**src/rtl/logit_pwl.sv**
```systemverilog
// Piecewise-linear logit: unsigned Q0.8 probability in, signed Q8.8 logit out, 3-stage elastic pipeline.
// Define LOGIT_SAT_CNT_EN to add the sat_cnt port counting saturated (y = 0) output beats.
module logit_pwl (
  input  logic        clk,
  input  logic        rst,
  input  logic        in_valid,
  output logic        in_ready,
  input  logic [7:0]  in_y,
  input  logic        in_last,
  output logic        out_valid,
  input  logic        out_ready,
  output logic [15:0] out_x,
  output logic        out_last
`ifdef LOGIT_SAT_CNT_EN
  ,
  output logic [15:0] sat_cnt
`endif
);

  localparam int DATA_W = 8;
  localparam int COEF_W = 16;

  typedef struct packed {
    logic [DATA_W-2:0] off;
    logic [10:0]       base;
    logic [2:0]        sh;
  } seg_t;

  // Distance of y from one half; the sign of the logit is carried separately.
  function automatic logic [DATA_W-2:0] fold_d(input logic [DATA_W-1:0] y);
    return y[DATA_W-1] ? y[DATA_W-2:0] : (7'd0 - y[DATA_W-2:0]);
  endfunction

  function automatic seg_t seg_sel(input logic [DATA_W-2:0] d);
    seg_t s;
    if (d < 7'd64)       s = '{off: d,          base: 11'h000, sh: 3'd2};
    else if (d < 7'd96)  s = '{off: d - 7'd64,  base: 11'h119, sh: 3'd3};
    else if (d < 7'd112) s = '{off: d - 7'd96,  base: 11'h1F2, sh: 3'd3};
    else if (d < 7'd120) s = '{off: d - 7'd112, base: 11'h2B5, sh: 3'd4};
    else if (d < 7'd124) s = '{off: d - 7'd120, base: 11'h36F, sh: 3'd5};
    else                 s = '{off: d - 7'd124, base: 11'h425, sh: 3'd6};
    return s;
  endfunction

  function automatic logic signed [COEF_W-1:0] clamp_x(input logic signed [COEF_W-1:0] v);
    if (v > 16'sh07FF) return 16'sh07FF;
    if (v < 16'shF800) return 16'shF800;
    return v;
  endfunction

  logic                     en;
  logic                     vld_p0, vld_p1, vld_p2;
  seg_t                     seg_p0;
  logic                     neg_p0, sat_p0, last_p0;
  logic signed [COEF_W-1:0] mag_p1;
  logic                     neg_p1, sat_p1, last_p1;
  logic signed [COEF_W-1:0] x_p2;
  logic                     last_p2;

  assign en        = ~vld_p2 | out_ready;
  assign in_ready  = en;
  assign out_valid = vld_p2;
  assign out_x     = x_p2;
  assign out_last  = last_p2;

  // S1: fold about one half, select segment
  always_ff @(posedge clk) begin
    if (!rst) begin
      vld_p0  <= 1'b0;
      seg_p0  <= '0;
      neg_p0  <= 1'b0;
      sat_p0  <= 1'b0;
      last_p0 <= 1'b0;
    end else if (en) begin
      vld_p0  <= in_valid;
      seg_p0  <= seg_sel(fold_d(in_y));
      neg_p0  <= ~in_y[DATA_W-1];
      sat_p0  <= (in_y == 8'h00);
      last_p0 <= in_last;
    end
  end

  // S2: magnitude = base + (offset << shift)
  always_ff @(posedge clk) begin
    if (!rst) begin
      vld_p1  <= 1'b0;
      mag_p1  <= '0;
      neg_p1  <= 1'b0;
      sat_p1  <= 1'b0;
      last_p1 <= 1'b0;
    end else if (en) begin
      vld_p1  <= vld_p0;
      mag_p1  <= $signed({5'd0, seg_p0.base}) + $signed({9'd0, seg_p0.off} << seg_p0.sh);
      neg_p1  <= neg_p0;
      sat_p1  <= sat_p0;
      last_p1 <= last_p0;
    end
  end

  // S3: restore sign, force -8.0 for y = 0, clamp to the Q8.8 sigmoid-input range
  always_ff @(posedge clk) begin
    if (!rst) begin
      vld_p2  <= 1'b0;
      x_p2    <= '0;
      last_p2 <= 1'b0;
    end else if (en) begin
      vld_p2  <= vld_p1;
      x_p2    <= sat_p1 ? 16'shF800 : clamp_x(neg_p1 ? -mag_p1 : mag_p1);
      last_p2 <= last_p1;
    end
  end

`ifdef LOGIT_SAT_CNT_EN
  logic sat_p2;

  // Counts saturated beats as they leave the block; sticks at all-ones.
  always_ff @(posedge clk) begin
    if (!rst) begin
      sat_p2  <= 1'b0;
      sat_cnt <= '0;
    end else begin
      if (en) sat_p2 <= sat_p1;
      if (vld_p2 && out_ready && sat_p2 && (sat_cnt != 16'hFFFF))
        sat_cnt <= sat_cnt + 16'd1;
    end
  end
`endif

endmodule

```
**config.mk**
```make
export PLATFORM = sky130hd
export DESIGN_NAME = logit_pwl
export DESIGN_NICKNAME = d
export VERILOG_FILES = /design/src/rtl/logit_pwl.sv
export SDC_FILE = /design/constraint.sdc
export NUM_CORES = 1
export LEC_CHECK = 0
export CAP_MARGIN = 20
export CORE_UTILIZATION = 35
export DETAILED_ROUTE_END_ITERATION = 8
export REMOVE_ABC_BUFFERS = 1
export SYNTH_ARGS = -nofsm -noshare
export SYNTH_HDL_FRONTEND = slang
export SYNTH_SLANG_ARGS = --single-unit
```
**constraint.sdc**
```tcl
create_clock -name clk -period 5 [get_ports clk]
set_clock_uncertainty 0.05 [all_clocks]
set_input_delay 1 -clock clk [delete_from_list [all_inputs] [get_ports clk]]
set_output_delay 1 -clock clk [all_outputs]
set_load 0.01 [all_outputs]
```
==> out/qor.yml, run 1 <==
power:
  power_leakage_nw: 1.49
  ir_worst_vdd_uv: 118
  p_sw_share_pct: 28.9
  power.total_w: 0.00128
  seqPwrFrac_pct: 43.1
  p_comb_share_pct: 21.8
  power_density_nw_per_um2: 317
  switchingPower_w: 0.000370
  p_int_w: 0.000913
  clkPwrFrac_pct: 35.1
finish:
  seq_area_sq_um: 1180
  antenna_cells: 0
  syn2layout_area_growth_pct: 17.1
  layout-drive-gt1-share_pct: 8.61
  multiInputGateArea_sq_um: 2110
  fill_cells: 960
  nets: 477
  final_cell_area_sq_um: 4040
  layout.cells.non_filler: 582
logic_synthesis:
  synthTopCellsByArea: "dfxtp_1 (34%), nand2_1 (7.3%), a21oi_1 (5.5%)"
  yosysWarningCount: 0
  synth_common_cells: "nand2_1 (67), dfxtp_1 (59), a21oi_1 (38)"
  synth_most_common_cell: "nand2_1"
  synth_area_per_cell_sq_um: 8.02
  synth_edf_count: 0
  netlist-cell-type-count: 56
  async_reset_ff_share_pct: 0
  synth_ff_type: "dfxtp_1"
  netlist_area_sq_um: 3450
  synth_top_cell_area_share_pct: 34.2
  ys_ff_latch: 59
  synth_top_area_cell: "dfxtp_1"
  synthCells: 431
  synth_seq_area_share_pct: 34.2
die:
  io_pins: 32
  die_h_um: 101
  initial_core_util_pct: 36.7
  rows: 35
  die_w_um: 101
  core_sq_um: 9420
  dieArea_sq_um: 10300
clocking:
  post_cts_buffers: 0
  cts_resized: 0
  clk_pin_slew_ps: 60
  clk_path_buf_depth: 2
  clock_latency_ps: 330
  clock_sinks: 59
  cts-root-buf: "clkbuf_8"
  h-tree-depth: 3
  ctsHoldBuffers: 0
  cts-buffers-inserted: 9
  cts_tree: "done"
critical_path:
  timing.critical_path.from: "in_y[0]"
  crit_family: "simple AND/OR/NAND/NOR gates"
  endpoint: "seg_p0[13]"
  worst_path_max_delay_cell: "or4_1"
  r2r_cells: 10
  reg2reg_from: "seg_p0[11]"
  cpPeakStageDelay_ps: 540
  path_depth: 10
  end_kind: "flop"
  r2r_slack_ps: 1850
  cp-start-kind: "input port"
  worstPathMaxFanout: 6
  cp.buffers_inverters: 2
  worstPathCellList: "clkdlybuf4s50_1 -> inv_1 -> ha_1 -> a31oi_1 -> xor2_1 -> ha_1 -> nand2_1 -> or4_1 -> a2bb2oi_1 -> nor2_1"
  cp.arrival_ps: 3480
  crit_required_ps: 5220
  critPathKind: "input port to flop"
  path_common_cell: "ha_1"
  r2r_end: "mag_p1[6]"
placement:
  dp.cells: 566
  place_congestion: 0.815
  port-buffer-count: 31
  dpl_cell_area_sq_um: 3840
  dpl.hpwl_um: 5740
routing:
  wl_per_cell_um: 13.4
  drt-met1-wl_um: 3770
  first_pass_iters: 5
  vias: 3034
  route.detailed.drc: 0
  route.met3.wl_um: 297
  drtAntennaViolNets: 0
  drt_iter0_drc: 153
  wl_met2_um: 3640
  routed_wl_um: 7820
  dr.max_layer_used: "met4"
  vias_per_cell: 5.21
global_routing:
  grt_usage_pct: 16.5
  grt_pass1_vias: 2853
  grt_overflow_total: 0
  antenna_found_initial: 0
  grt_start_max_net_pins: 46
  grt_pass1_wl_um: 13400
timing:
  fmax_mhz: 306
  fin_setup_tns_ps: 0
  drv_slew: 0
  fin_crit_ps: 3270
  slew_headroom_pct: 44.7
  finalHoldViolCount: 0
  tightest_slew_ps: 826
  rsz0062_at_grt: "false"
  setup_viol: 0
  fin_hold_ws_ps: 400
  fin_crit_sh_pct: 65.3
outcome:
  status: "finished clean"
worst_hold_path:
  hold_path_class: "flop to flop"
run:
  max_cap_violations: 0
-- stage by stage --
stage               util, %  worst slack, ps
floorplan                 -              272
global placement       40.8             1500
detailed placement     40.8             1400
CTS                    43.0             1750
global route           43.0             1470
finish                 43.0             1730
-- worst register-to-register path, delay by kind of cell (launching register included) --
| kind | cells | cell delay (ps) |
|---|---|---|
| flops | 1 | 600 |
| simple gates | 2 | 410 |
| mux | 3 | 780 |
| fa+ha+maj | 1 | 340 |
| compound gates | 3 | 800 |
| buf+inv | 1 | 60 |
-- flip-flops by register name, indices dropped and copies added (netlist names) --
name,count
sat_p1,1
seg_p0,18
out_x,16
sat_p0,1
last_p1,1
vld_p0,1
neg_p0,1
out_valid,1
mag_p1,15
out_last,1
neg_p1,1
last_p0,1
vld_p1,1
-- layout make-up --
type | count | area share, %
multi-input combinational | 329 | 52.1
clock inverter | 1 | 0.743
inverter | 15 | 1.39
clock buffer | 15 | 4.36
tap | 129 | 3.99
timing repair buffer | 34 | 8.23
sequential | 59 | 29.2
-- routing by layer --
metal	vias to the layer above	global-route usage [%]
met2	83	27.3
met1	1375	21.2
met4	0	5.13
met5	-	0
li1	1565	-
met3	11	3.93
-- worst min-delay path by stage --
stage	startpoint	endpoint	cells after the start
after floorplan	last_p0	last_p0	2
after global routing	out_last	out_last	2
final	out_last	out_last	2
after CTS	last_p1	last_p1	2
after global placement	last_p1	last_p1	2
after detailed placement	last_p1	last_p1	2
-- placed cells by master, fill, tap and decap left out, types with 3 or more instances in the layout --
cell type        Yosys  layout
mux2_2               4       4
mux2i_1             10      10
buf_4                0       3
o22ai_1              4       4
xor2_1              13      13
clkdlybuf4s50_1      0      31
o211ai_2             9       9
o211ai_1             3       3
a31o_2               3       3
xnor2_1             14      14
a21oi_1             38      38
clkbuf_8             0      12
dfxtp_1             59      59
inv_1               15      15
clkbuf_1            20       3
o21ai_0             21      21
ha_1                15      15
a211oi_1            10      10
nand3_1             14      14
a311oi_1             3       3
or3_1                4       4
nor2_1              37      37
a31oi_1              3       3
nor3_1              11      11
nand2_1             67      67
o31ai_1              4       4
-- power groups by stage --
stage	Clock, W	Combinational (W)	Sequential, W
2_1_floorplan	0	0.000181	0.000562
3_3_place_gp	0	0.000278	0.000562
3_5_place_dp	0	0.000281	0.000563
4_1_cts	0.000461	0.000282	0.000553
5_1_grt	0.000482	0.000314	0.000559
6_report	0.000450	0.000280	0.000552
-- cells by family after synthesis --
group | share of synthesized area [%]
multiplexers | 4.20
buffers and inverters | 4.93
XOR/XNOR | 6.85
flip-flops | 34.2
AO/OA/AOI/OAI | 23.8
AND/OR/NAND/NOR | 20.1
adder cells (fa/ha/maj) | 6.01
(Power assumes the default switching activity.)
==> run 2: changes to the inputs <==
Clock period 5 ns to 3.4 ns, I/O delays scaled along.
==> out/qor.yml, run 2 (synthesis gave the netlist of run 1 again) <==
outcome:
  status: "finished clean"
finish:
  layout_common_cells: "nand2_1 (67), dfxtp_1 (59), a21oi_1 (38), nor2_1 (37), clkdlybuf4s50_1 (31)"
  layout.cells.non_filler: 587
  top_register: "seg_p0"
  largest_reg_flops: 18
  syn2layout_area_growth_pct: 17.6
  layout-drive-gt1-share_pct: 10.0
  final_common_cell: "nand2_1"
  antenna_cells: 0
  nets: 483
power:
  ir_worst_vdd_uv: 221
  power.total_w: 0.00181
  power_leakage_nw: 1.51
  power_density_nw_per_um2: 447
die:
  core_sq_um: 9420
  die_h_um: 101
  dieArea_sq_um: 10300
  rows: 35
  initial_core_util_pct: 36.7
  die_w_um: 101
  io_pins: 32
timing:
  drv_slew: 0
  slew_headroom_pct: 63.4
  rsz0062_at_grt: "false"
  tightest_slew_ps: 548
  setup_viol: 0
  fin_crit_ps: 3090
  fmax_mhz: 324
  fin_crit_sh_pct: 90.9
  fin_hold_ws_ps: 401
  finalHoldViolCount: 0
critical_path:
  crit_family: "compound AO/OA/AOI/OAI gates"
  cpPeakStageDelay_ps: 590
  end_kind: "flop"
  worstPathCellList: "mux2_2 -> o21ai_0 -> o22ai_1 -> ha_1 -> nand2_1 -> o21ai_0 -> a211oi_1 -> a211oi_2 -> a311oi_1 -> a311oi_1"
  crit_required_ps: 3600
  cp-start-kind: "flop"
  worst_path_max_delay_cell: "dfxtp_1"
  cp.buffers_inverters: 0
  cp.arrival_ps: 3290
  worstPathMaxFanout: 10
  critPathKind: "flop to flop"
routing:
  vias: 3060
  drt_iter0_drc: 123
  routed_wl_um: 7870
  first_pass_iters: 4
  vias_per_cell: 5.21
  route.detailed.drc: 0
  wl_per_cell_um: 13.4
  drtAntennaViolNets: 0
clocking:
  clock_sinks: 59
  ctsHoldBuffers: 0
  cts_resized: 0
  cts_tree: "done"
  h-tree-depth: 3
  clk_pin_slew_ps: 60
  cts-buffers-inserted: 9
  clk_path_buf_depth: 2
  clock_latency_ps: 340
  cts-root-buf: "clkbuf_8"
  post_cts_buffers: 0
placement:
  dpl.hpwl_um: 5860
  dp.cells: 572
  port-buffer-count: 31
  place_congestion: 0.856
global_routing:
  grt_pass1_wl_um: 13300
  grt_pass1_vias: 2840
  grt_usage_pct: 16.6
  grt_start_max_net_pins: 46
  antenna_found_initial: 0
  grt_overflow_total: 0
worst_hold_path:
  hold_path_class: "flop to flop"
run:
  max_cap_violations: 0
## run 2: cell types whose count changed in the layout (fill, tap and decap cells not counted), sizes merged
cell    previous run  this run
clkinv             0         2
clkbuf            15        13
buf                3         9
bufinv             1         0
## run 2: power by group
| part | switching, W | leakage, nW | total [W] | internal, W |
|---|---|---|---|---|
| clock network | 0.000266 | 0.0953 | 0.000584 | 0.000318 |
| logic | 0.000225 | 0.929 | 0.000420 | 0.000195 |
| registers | 0.0000594 | 0.484 | 0.000811 | 0.000751 |
| total | 0.000551 | 1.51 | 0.00181 | 0.00126 |
## run 2: cell type report
cell class / instances / area [sq um]
tap: 129 / 161
fill: 948 / 5350
sequential: 59 / 1180
multi-input combinational: 329 / 2110
clock buffer: 13 / 169
clock inverter: 2 / 10.0
inverter: 15 / 56.3
timing repair buffer: 40 / 378
## run 2: stage by stage
stage | setup WS, ps | util [%] | TNS (ps) | cell area (sq um)
2_1_floorplan | -1010 | - | -28700 | 3340
3_3_place_gp | 225 | 41.2 | 0 | 3880
3_5_place_dp | 157 | 41.2 | 0 | 3880
4_1_cts | 343 | 43.1 | 0 | 4060
5_1_grt | 60.0 | 43.1 | 0 | 4060
6_report | 310 | 43.1 | 0 | 4060
## run 2: final timing paths
path                    from    endpoint  slack [ps]  cells after the start
setup / recovery  seg_p0[11]  mag_p1[13]         310                     10
hold / removal       last_p1     last_p1         400                      2
setup reg to reg  seg_p0[11]  mag_p1[13]         310                     10
hold reg to reg      last_p1     last_p1         400                      2
## run 2: worst min-delay path: cells and delay by family (launching register included)
family           cells  cell delay [ps]
flip-flops           1              310
AND/OR/NAND/NOR      1               50
AO/OA/AOI/OAI        1               50
## run 2: metal layers
| metal | vias to the layer above | part of all wire (%) | track usage [%] |
|---|---|---|---|
| met2 | 67 | 46 | 28.3 |
| met5 | - | 0 | 0 |
| met3 | 16 | 4.2 | 3.73 |
| met4 | 0 | 1.7 | 5.91 |
| met1 | 1401 | 48 | 20.4 |
| li1 | 1576 | - | - |
